File: src/rtl/ps2_packet_framer.sv
// Frames the PS/2 mouse byte stream into 3-byte movement packets.
// A byte0 with bit 3 set starts a packet. A gap between bytes or a drop of enable abandons the partial packet.
module ps2_packet_framer #(
  parameter int TIMEOUT_CYCLES = 1000000,
  parameter bit DROP_OVERFLOW  = 1'b1
) (
  input  logic       clock,
  input  logic       resetn,
  input  logic       enable,
  input  logic [7:0] rx_data,
  input  logic       rx_valid,
  output logic       pkt_valid,
  output logic [8:0] dx,
  output logic [8:0] dy,
  output logic [2:0] buttons,
  output logic       x_ovf,
  output logic       y_ovf,
  output logic       sync_err,
  output logic [15:0] pkt_count
);

  localparam int IDLE_W = (TIMEOUT_CYCLES > 1) ? $clog2(TIMEOUT_CYCLES) : 1;
  localparam logic [IDLE_W-1:0] IDLE_LAST = IDLE_W'(TIMEOUT_CYCLES - 1);

  typedef enum logic [1:0] {
    S_BYTE0,
    S_BYTE1,
    S_BYTE2
  } state_t;

  state_t            state_q, state_d;
  logic [7:0]        byte0_q;
  logic [7:0]        xbyte_q;
  logic [IDLE_W-1:0] idle_q;

  logic take_b0;
  logic take_x;
  logic deliver;
  logic bad_byte;
  logic timeout;

  logic [8:0] dx_new;
  logic [8:0] dy_new;

  // The Y byte is never stored: it is consumed on the same edge that publishes the packet.
  assign dx_new = (DROP_OVERFLOW && byte0_q[6]) ? 9'd0 : {byte0_q[4], xbyte_q};
  assign dy_new = (DROP_OVERFLOW && byte0_q[7]) ? 9'd0 : {byte0_q[5], rx_data};

  // NOTE: every signal written here gets a default first, so no path can leave one unassigned and infer a latch.
  always_comb begin
    state_d  = state_q;
    take_b0  = 1'b0;
    take_x   = 1'b0;
    deliver  = 1'b0;
    bad_byte = 1'b0;
    timeout  = 1'b0;
    if (!enable) begin
      state_d = S_BYTE0;
    end else begin
      unique case (state_q)
        S_BYTE0: begin
          if (rx_valid) begin
            if (rx_data[3]) begin
              take_b0 = 1'b1;
              state_d = S_BYTE1;
            end else begin
              bad_byte = 1'b1;
            end
          end
        end
        S_BYTE1: begin
          if (rx_valid) begin
            take_x  = 1'b1;
            state_d = S_BYTE2;
          end else if (idle_q == IDLE_LAST) begin
            timeout = 1'b1;
            state_d = S_BYTE0;
          end
        end
        S_BYTE2: begin
          if (rx_valid) begin
            deliver = 1'b1;
            state_d = S_BYTE0;
          end else if (idle_q == IDLE_LAST) begin
            timeout = 1'b1;
            state_d = S_BYTE0;
          end
        end
        default: state_d = S_BYTE0;
      endcase
    end
  end

  // NOTE: sequential state is updated with non-blocking assignments so every register samples pre-edge values.
  always_ff @(posedge clock or negedge resetn) begin
    if (!resetn) begin
      state_q <= S_BYTE0;
    end else begin
      state_q <= state_d;
    end
  end

  // The idle counter runs only while a packet is partly received.
  always_ff @(posedge clock or negedge resetn) begin
    if (!resetn) begin
      idle_q <= '0;
    end else if (enable && !rx_valid && state_q != S_BYTE0 && state_d != S_BYTE0) begin
      idle_q <= idle_q + IDLE_W'(1);
    end else begin
      idle_q <= '0;
    end
  end

  always_ff @(posedge clock or negedge resetn) begin
    if (!resetn) begin
      byte0_q   <= '0;
      xbyte_q   <= '0;
      pkt_valid <= 1'b0;
      sync_err  <= 1'b0;
      dx        <= '0;
      dy        <= '0;
      buttons   <= '0;
      x_ovf     <= 1'b0;
      y_ovf     <= 1'b0;
      pkt_count <= '0;
    end else begin
      pkt_valid <= deliver;
      sync_err  <= bad_byte | timeout;
      if (take_b0) byte0_q <= rx_data;
      if (take_x)  xbyte_q <= rx_data;
      if (deliver) begin
        dx        <= dx_new;
        dy        <= dy_new;
        buttons   <= byte0_q[2:0];
        x_ovf     <= byte0_q[6];
        y_ovf     <= byte0_q[7];
        pkt_count <= pkt_count + 16'd1;
      end
    end
  end

endmodule

File: config.mk
export PLATFORM = sky130hd
export DESIGN_NAME = ps2_packet_framer
export DESIGN_NICKNAME = d
export VERILOG_FILES = /design/src/rtl/ps2_packet_framer.sv
export SDC_FILE = /design/constraint.sdc
export NUM_CORES = 1
export LEC_CHECK = 0
export CAP_MARGIN = 40
export CELL_PAD_IN_SITES_DETAIL_PLACEMENT = 1
export CELL_PAD_IN_SITES_GLOBAL_PLACEMENT = 1
export CORE_ASPECT_RATIO = 1.2
export CORE_MARGIN = 1.5
export CORE_UTILIZATION = 39
export DETAILED_ROUTE_END_ITERATION = 10
export GPL_TIMING_DRIVEN = 0
export PLACE_DENSITY_LB_ADDON = 0.1
export SKIP_LAST_GASP = 1
export SYNTH_ARGS = -nofsm -noshare
export SYNTH_HDL_FRONTEND = slang
export SYNTH_SLANG_ARGS = --single-unit
File: constraint.sdc
create_clock -name clock -period 1.8 [get_ports clock]
set_input_delay 0.18 -clock clock [delete_from_list [all_inputs] [get_ports clock]]
set_output_delay 0.18 -clock clock [all_outputs]
set_load 0.005 [all_outputs]
[Word level (Yosys, flattened, before mapping)]
Index checks and enable logic that the tools add are counted.
Cells by class
  equal/unequal tests: 3
  multiplexer cells: 27
  bitwise logic cells: 1
  $add $sub $neg: 2
  reduce and logical (&&, ||, !) cells: 8
Operators by type and width (number)
  adder 20 x 1 -> 20 bit, second input constant: 1
  == test 20 bit, second input constant: 1
  2-to-1 mux 20 bit: 1
  2-to-1 mux 9 bit: 2
  2-to-1 mux 1 bit: 17
  adder 16 x 1 -> 16 bit, second input constant: 1
  2-to-1 mux 2 bit: 6
  one-hot mux 2 bit (3 select lines): 1
  nonzero test 2 bit: 2
  logical AND 1 bit: 3
  == test 2 x 1 -> 1 bit, second input constant: 1
  == test 2 bit, second input constant: 1
  logical NOT 2 bit: 1
  OR reduction 2 bit: 1
  logical NOT 1 bit: 1
  bitwise OR 1 bit: 1
Word-level totals
  output and inout bits: 41
  bits in registers: 79
  bits of input ports: 12
  logic and storage cells: 53

[Depth between registers and ports, before layout]
Gate-level depths: netlist (run 1).
  depth after elaboration: 8
  gate-level depth with buffers: 8

[Least setup slack after synthesis (run 1)]
OpenSTA, ideal clock, no wires.
  kind: reg-to-reg
  start: reg idle_q[15]
  end: reg idle_q[1]
  arrival time: 1.719 ns
  stages on the path, launching flop included: 7
  setup slack: -0.062 ns
  cells stage by stage: dfrtp_1 or4b_4 nor4_4 nand3_2 a21oi_2 buf_6 nor3b_2
Between the ends
  word-level cells in the longest chain between the ends: 8
  elaborated cells between the ends (all ways): 9
RTL lines
  start, declared: line 34  | logic [IDLE_W-1:0] idle_q;
  start signal, assigned: line 108  | idle_q <= idle_q + IDLE_W'(1);
  == test 20 bit *: line 75, 84
  2-to-1 mux 2 bit *: line 75, 84
  2-to-1 mux 2 bit (on tied branches): line 81, 72
  one-hot mux 2 bit (3 select lines) *: line 60  | unique case (state_q)
  2-to-1 mux 2 bit *: line 57  | if (!enable) begin
  nonzero test 2 bit *: line 107  | end else if (enable && !rx_valid && state_q != S_BYTE0 && state_d != S_BYTE0) begin
  logical AND 1 bit *: line 107
  2-to-1 mux 20 bit *: line 107
Every way passes the cells marked *; elsewhere a longest branch is shown, timed or not.
A chain may end at the register's enable or synchronous reset.

[Worst setup path after layout (run 1)]
  start: reg idle_q[12]
  end: reg idle_q[15]
Between the ends
  word-level cells in the longest chain between the ends: 8
  elaborated cells between the ends (all ways): 10
RTL lines (line)
  == test 20 bit: 75, 84
  2-to-1 mux 2 bit: 75, 84
  2-to-1 mux 2 bit (on tied branches): 81, 72
  one-hot mux 2 bit (3 select lines): 60
  2-to-1 mux 2 bit: 57
  nonzero test 2 bit: 107
  logical AND 1 bit: 107
  2-to-1 mux 20 bit *: 107
Marks and branches as above.

==> impl_metrics.toml, run 1 <==
[synth]
synthCells = 319
ys_seq_area_share_pct = 54.2
synthArstFlopShare_pct = 100
synth_warnings = 0
synthTopCellsByCount = "dfrtp_1, nand2_1, nand3b_1, nor3_2, xor2_1"
synth_most_common_cell = "dfrtp_1"
yosysTopAreaCellShare_pct = 54.2
synth_edf_count = 0
synth-main-ff-cell = "dfrtp_1"
yosysUniqueCellTypes = 42
synth_area_um2 = 3600
synth_nets = 337
avgSynthCellArea_um2 = 11.3
ys_ff_latch = 78
synth.area.top_cells = "dfrtp_1, nand2_1, nor3_2"
yosysTopAreaCell = "dfrtp_1"

[worst_setup_path]
worstPathCellList = "or4b_4, nor4_4, nand3_2, a21oi_4, buf_6, nor3_2"
crit_slowest_cell = "or4b_4"
worst-setup-path-type = "reg -> reg"
critPathRequiredTime_ns = 2.01
critPathLaunchType = "flip-flop"
crit_arrival_ns = 2.26
cp-end-kind = "flip-flop"
reg2reg_from = "idle_q[12]"
crit_start = "idle_q[12]"
worstPathMaxFanout = 10
cpPeakStageDelay_ns = 0.56

[finish]
drive_gt1_share_pct = 21.0
diodes = 0
syn2layout_area_growth_pct = 27.1
instances_no_fill = 511
nNetsFinal = 407
num-fill-cells = 976

[place]
dp.cells = 491
dp_hpwl_um = 5630
routabilityCongestion = 0.742
port_buffers = 51

[clocking]
cts-htree-levels = 3
cts_buffer_depth = 2
path_clk_slew_ns = 0.08
cts-root-buf = "clkbuf_8"
cts_made_buffers = 9
cts_tree = "done"
clk_latency_ns = 0.35
cts_sinks = 78

[floorplan]
die_h_um = 108
start_util_pct = 40.1
dieArea_um2 = 9820
num_rows = 38
core_um2 = 8990
io_pins = 53
fp.dieW_um = 90.7

[timing]
setup_viol = 21
fin_crit_ns = 2.06
clock.fmax_mhz = 486
worst_pin_slew_ns = 0.728
slew_headroom_pct = 51.5
worst_slack_ns = -0.256
rsz0062_at_grt = "true"
maxSlewViolCount = 0
finalCritPeriodShare_pct = 114
fin_hold_ws_ns = 0.253
fin_skew_ns = 0.00799
hold_viol = 0

[routing]
post_drt_wl_per_cell_um = 15.5
drt_wl_total_um = 7900
drt_iter0_drc = 65
vias = 2509
viasPerCell = 4.91
ant_nets = 0
drtPass1Iterations = 4
drc_errors = 0

[outcome]
violations = "setup timing"
status = "finished with violations"

[global_routing]
grt_pass1_vias = 2692
grt_pass1_wl_um = 13100
grt_util_all_layers_pct = 17.3
grt_remaining_overflow = 0
grt_antenna_before_repair = 0
grt_max_degree = 62

[pwr]
p_leak_uw = 0.00199
p_total_uw = 3840
power_per_cell_area_nw_per_um2 = 840
vdd_ir_drop_max_v = 0.000365

[job]
max-cap-violations = 0

[min_path]
hold_class = "in -> async"
[metal layers]
layer	part of all wire (%)	global-route usage (%)	wire [um]	vias to the layer above
met3	2.5	2.74	201	12
met4	2.1	8.50	167	0
met1	42	19.6	3340	1245
met5	0	0	0	-
li1	-	-	-	1214
met2	53	31.5	4190	38
[power by group]
| part | switching [uW] | internal [uW] | leakage (uW) |
|---|---|---|---|
| sequential | 138 | 1970 | 0.00104 |
| clock | 601 | 471 | 0.0000776 |
| combinational | 274 | 390 | 0.000873 |
[metrics by stage]
| step | util, % | setup TNS (ns) | area [um^2] | setup WS (ns) |
|---|---|---|---|---|
| final | 50.9 | -5.05 | 4580 | -0.256 |
| after global routing | 50.9 | -6.73 | 4580 | -0.336 |
| after CTS | 50.1 | -5.39 | 4500 | -0.277 |
| after detailed placement | 47.7 | -19.55 | 4290 | -0.567 |
| after global placement | 47.4 | -198.91 | 4260 | -2.31 |
| after floorplan | - | -0.897 | 3600 | -0.0467 |
[worst max-delay path, delay by kind of cell, from the launching register on]
kind | cells | cell delay (ns)
buffers and inverters | 1 | 0.19
and+or+nand+nor | 4 | 1.12
DFF | 1 | 0.42
AOI/OAI and AO/OA | 1 | 0.17
[cell type report]
type                       instances  area [um^2]  share of cell area (%)
multi-input combinational        222         1640                    35.9
tap                              120          150                    3.28
buffer                            12         67.6                    1.48
timing repair buffer              59          594                    13.0
inverter                           7         26.3                   0.574
clock buffer                      10          128                    2.79
sequential                        78         1950                    42.7
clock inverter                     3         15.0                   0.328
[logic make-up (layout without fill, tap and decap cells)]
kind of cell,count (synthesis),count (layout),synth area share [%]
simple gates,158,158,26.5
flops,78,78,54.2
xor+xnor,33,33,8.03
buf+inv,19,91,2.47
mux,15,15,4.69
compound gates,10,10,2.02
fa+ha+maj,6,6,2.09
[worst paths after layout]
path	depth (start not counted)	to	slack (ns)
worst min register to register	2	dy[1]	0.46
worst max register to register	6	idle_q[15]	-0.26
min in group clock	4	sync_err	0.30
worst min-delay path	2	dx[8]	0.25
worst max-delay path	6	idle_q[15]	-0.26
max in group asynchronous	3	buttons[1]	0.97
[cell usage in the layout, fill, tap and decap left out, types with 3 or more instances in the layout]
master | synthesis | final
dfrtp_1 | 78 | 78
nand2_1 | 68 | 68
clkdlybuf4s50_1 | 0 | 50
nor3_2 | 19 | 19
nand3b_1 | 19 | 19
xor2_1 | 18 | 18
xnor2_1 | 15 | 15
mux2_2 | 15 | 15
nand3_1 | 11 | 10
nand4_1 | 9 | 9
clkbuf_8 | 0 | 9
buf_4 | 0 | 7
nor2_1 | 9 | 6
inv_1 | 6 | 5
clkbuf_1 | 5 | 5
ha_1 | 6 | 5
nand2b_1 | 4 | 4
buf_6 | 2 | 3
nor2_4 | 0 | 3
clkinv_2 | 0 | 3
[sequential cells by signal, summed over array words and instances, names as in the netlist, 2 cells and up]
register and flops:
dx 9, pkt_count 16, buttons 3, idle_q 20
xbyte_q 8, dy 9, byte0_q 7, state_q 2
[what timing repair did]
item	4_1_cts	5_1_grt
setup endpoints to repair	67	27
hold buffers	1	0
resized for setup	11	13
setup buffers	3	3
hold endpoints to repair	17	0
pin swaps	0	4
No activity file was read; power rests on OpenSTA's default activity.
==> run 2, diff against run 1 <==
--- a/config.mk
+++ b/config.mk
@@ -10,10 +10,11 @@
 export CELL_PAD_IN_SITES_GLOBAL_PLACEMENT = 1
 export CORE_ASPECT_RATIO = 1.2
 export CORE_MARGIN = 1.5
-export CORE_UTILIZATION = 39
+export CORE_UTILIZATION = 43
 export DETAILED_ROUTE_END_ITERATION = 10
 export GPL_TIMING_DRIVEN = 0
 export PLACE_DENSITY_LB_ADDON = 0.1
+export RECOVER_POWER = 100
 export SKIP_LAST_GASP = 1
 export SYNTH_ARGS = -nofsm -noshare
 export SYNTH_HDL_FRONTEND = slang
==> constraint.sdc (replaced) <==
create_clock -name clock -period 2 [get_ports clock]
set_input_delay 0.2 -clock clock [delete_from_list [all_inputs] [get_ports clock]]
set_output_delay 0.2 -clock clock [all_outputs]
set_load 0.005 [all_outputs]
==> impl_metrics.toml, run 2 (synthesis results as in run 1) <==
[clocking]
cts_tree = "done"
path_clk_slew_ns = 0.09
cts_sinks = 78
cts-root-buf = "clkbuf_8"
clk_latency_ns = 0.36
cts_buffer_depth = 2
cts_made_buffers = 9
cts-htree-levels = 3

[floorplan]
die_h_um = 103
num_rows = 36
fp.dieW_um = 86.5
io_pins = 53
start_util_pct = 44.4
core_um2 = 8110
dieArea_um2 = 8930

[finish]
syn2layout_area_growth_pct = 26.4
final_common_cell = "dfrtp_1"
diodes = 0
largest_reg_flops = 20
most-common-layout-cells = "dfrtp_1, nand2_1, dlygate4sd3_1"
drive_gt1_share_pct = 19.1
nNetsFinal = 407
instances_no_fill = 488
top_register = "idle_q"
design_area_um2 = 4550
reg_top3 = "idle_q (20), pkt_count (16)"

[routing]
drt_iter0_drc = 80
drtPass1Iterations = 4
drt_wl_total_um = 8220
post_drt_wl_per_cell_um = 16.8
vias = 2563
ant_nets = 0
drc_errors = 0
viasPerCell = 5.25

[timing]
rsz0062_at_grt = "true"
clock.fmax_mhz = 467
worst_pin_slew_ns = 1.12
slew_headroom_pct = 25.2
finalCritPeriodShare_pct = 107
fin_crit_ns = 2.14
worst_slack_ns = -0.142
hold_viol = 0
fin_skew_ns = 0.0133
setup_viol = 20
maxSlewViolCount = 0

[worst_setup_path]
worst-setup-path-type = "reg -> reg"
crit_arrival_ns = 2.36
crit_start = "idle_q[15]"
cp-end-kind = "flip-flop"
reg2reg_from = "idle_q[15]"
critPathLaunchType = "flip-flop"
critPathRequiredTime_ns = 2.22
worstPathMaxFanout = 10

[outcome]
violations = "setup timing"
status = "finished with violations"

[pwr]
p_int_uw = 2900
p_switching_uw = 966
power_per_cell_area_nw_per_um2 = 849
vdd_ir_drop_max_v = 0.000367
p_leak_uw = 0.00212
p_sw_share_pct = 25.0
clock_power_share_pct = 36.9
p_seq_share_pct = 48.9
power_frac_comb_pct = 14.2

[place]
port_buffers = 51
placed_area_um2 = 4250
routabilityCongestion = 0.817
dp.cells = 466
dp_hpwl_um = 5620

[global_routing]
grt_pass1_wl_um = 13500
grt_max_degree = 59
grt_pass1_vias = 2716
grt_use_met2_pct = 37.5
busiest_layer = "met2"
use_met3_pct = 3.81
grt_remaining_overflow = 0
grt_antenna_before_repair = 0
grt_util_all_layers_pct = 20.0
gr-usage-met1_pct = 22.6

[min_path]
worstHoldStart = "rx_valid"
hold_class = "in -> reg"

[job]
max-cap-violations = 0
==> run 2: power by group through the flow <==
stage / Sequential, uW / Clock, uW / Combinational [uW]
3_5_place_dp: 1930 / 0 / 595
6_report: 1890 / 1430 / 549
4_1_cts: 1900 / 1440 / 602
3_3_place_gp: 1920 / 0 / 569
2_1_floorplan: 1900 / 0 / 260
5_1_grt: 1920 / 1500 / 617
==> run 2: through the flow <==
stage          setup slack, ns  setup TNS (ns)  hold WS, ns  util [%]  power [uW]
2_1_floorplan            0.138               0      -0.0956         -        2170
3_3_place_gp             -2.08         -170.53        0.445      52.2        2490
3_5_place_dp            -0.455          -10.97        0.111      52.5        2530
4_1_cts                 -0.110           -1.96        0.270      56.0        3940
5_1_grt                 -0.190           -6.97        0.346      56.1        4040
6_report                -0.142           -2.57        0.319      56.1        3860
==> run 2: final cells by class <==
type	instances	area, um^2
inverter	7	26.3
sequential	78	1950
tap	95	119
multi-input combinational	222	1580
timing repair buffer	59	571
fill	883	3560
clock buffer	9	124
clock inverter	6	111
buffer	12	63.8
==> run 2: path summary, 6_finish.rpt <==
path	end	slack (ns)	cells after the start
max	idle_q[11]	-0.14	6
min	buttons[1]	0.32	4
max reg2reg	idle_q[11]	-0.14	6
min reg2reg	buttons[1]	0.46	2
max in group asynchronous	idle_q[6]	0.33	3
min in group asynchronous	pkt_count[2]	0.57	2
==> run 2: repair_timing <==
item,in CTS,in global routing
endpoints found under the hold margin,20,0
gates cloned,0,0
hold buffers,1,0
resized for setup,6,5
endpoints found under the setup margin,53,29
buffers inserted,3,3
==> run 2: critical path: stages (launching register included) <==
cell and delay (ns):
dfrtp_1 0.43, or4b_4 0.56, nor4_4 0.35, a21oi_1 0.19, a21oi_2 0.19, buf_6 0.19, nor3_2 0.07
==> run 2: per-layer routing <==
layer,up-vias,routed length (um),part of all wire [%]
met2,43,4500,55
li1,1218,-,-
met3,8,219,2.7
met5,-,0,0
met4,0,95,1.2
met1,1294,3410,41
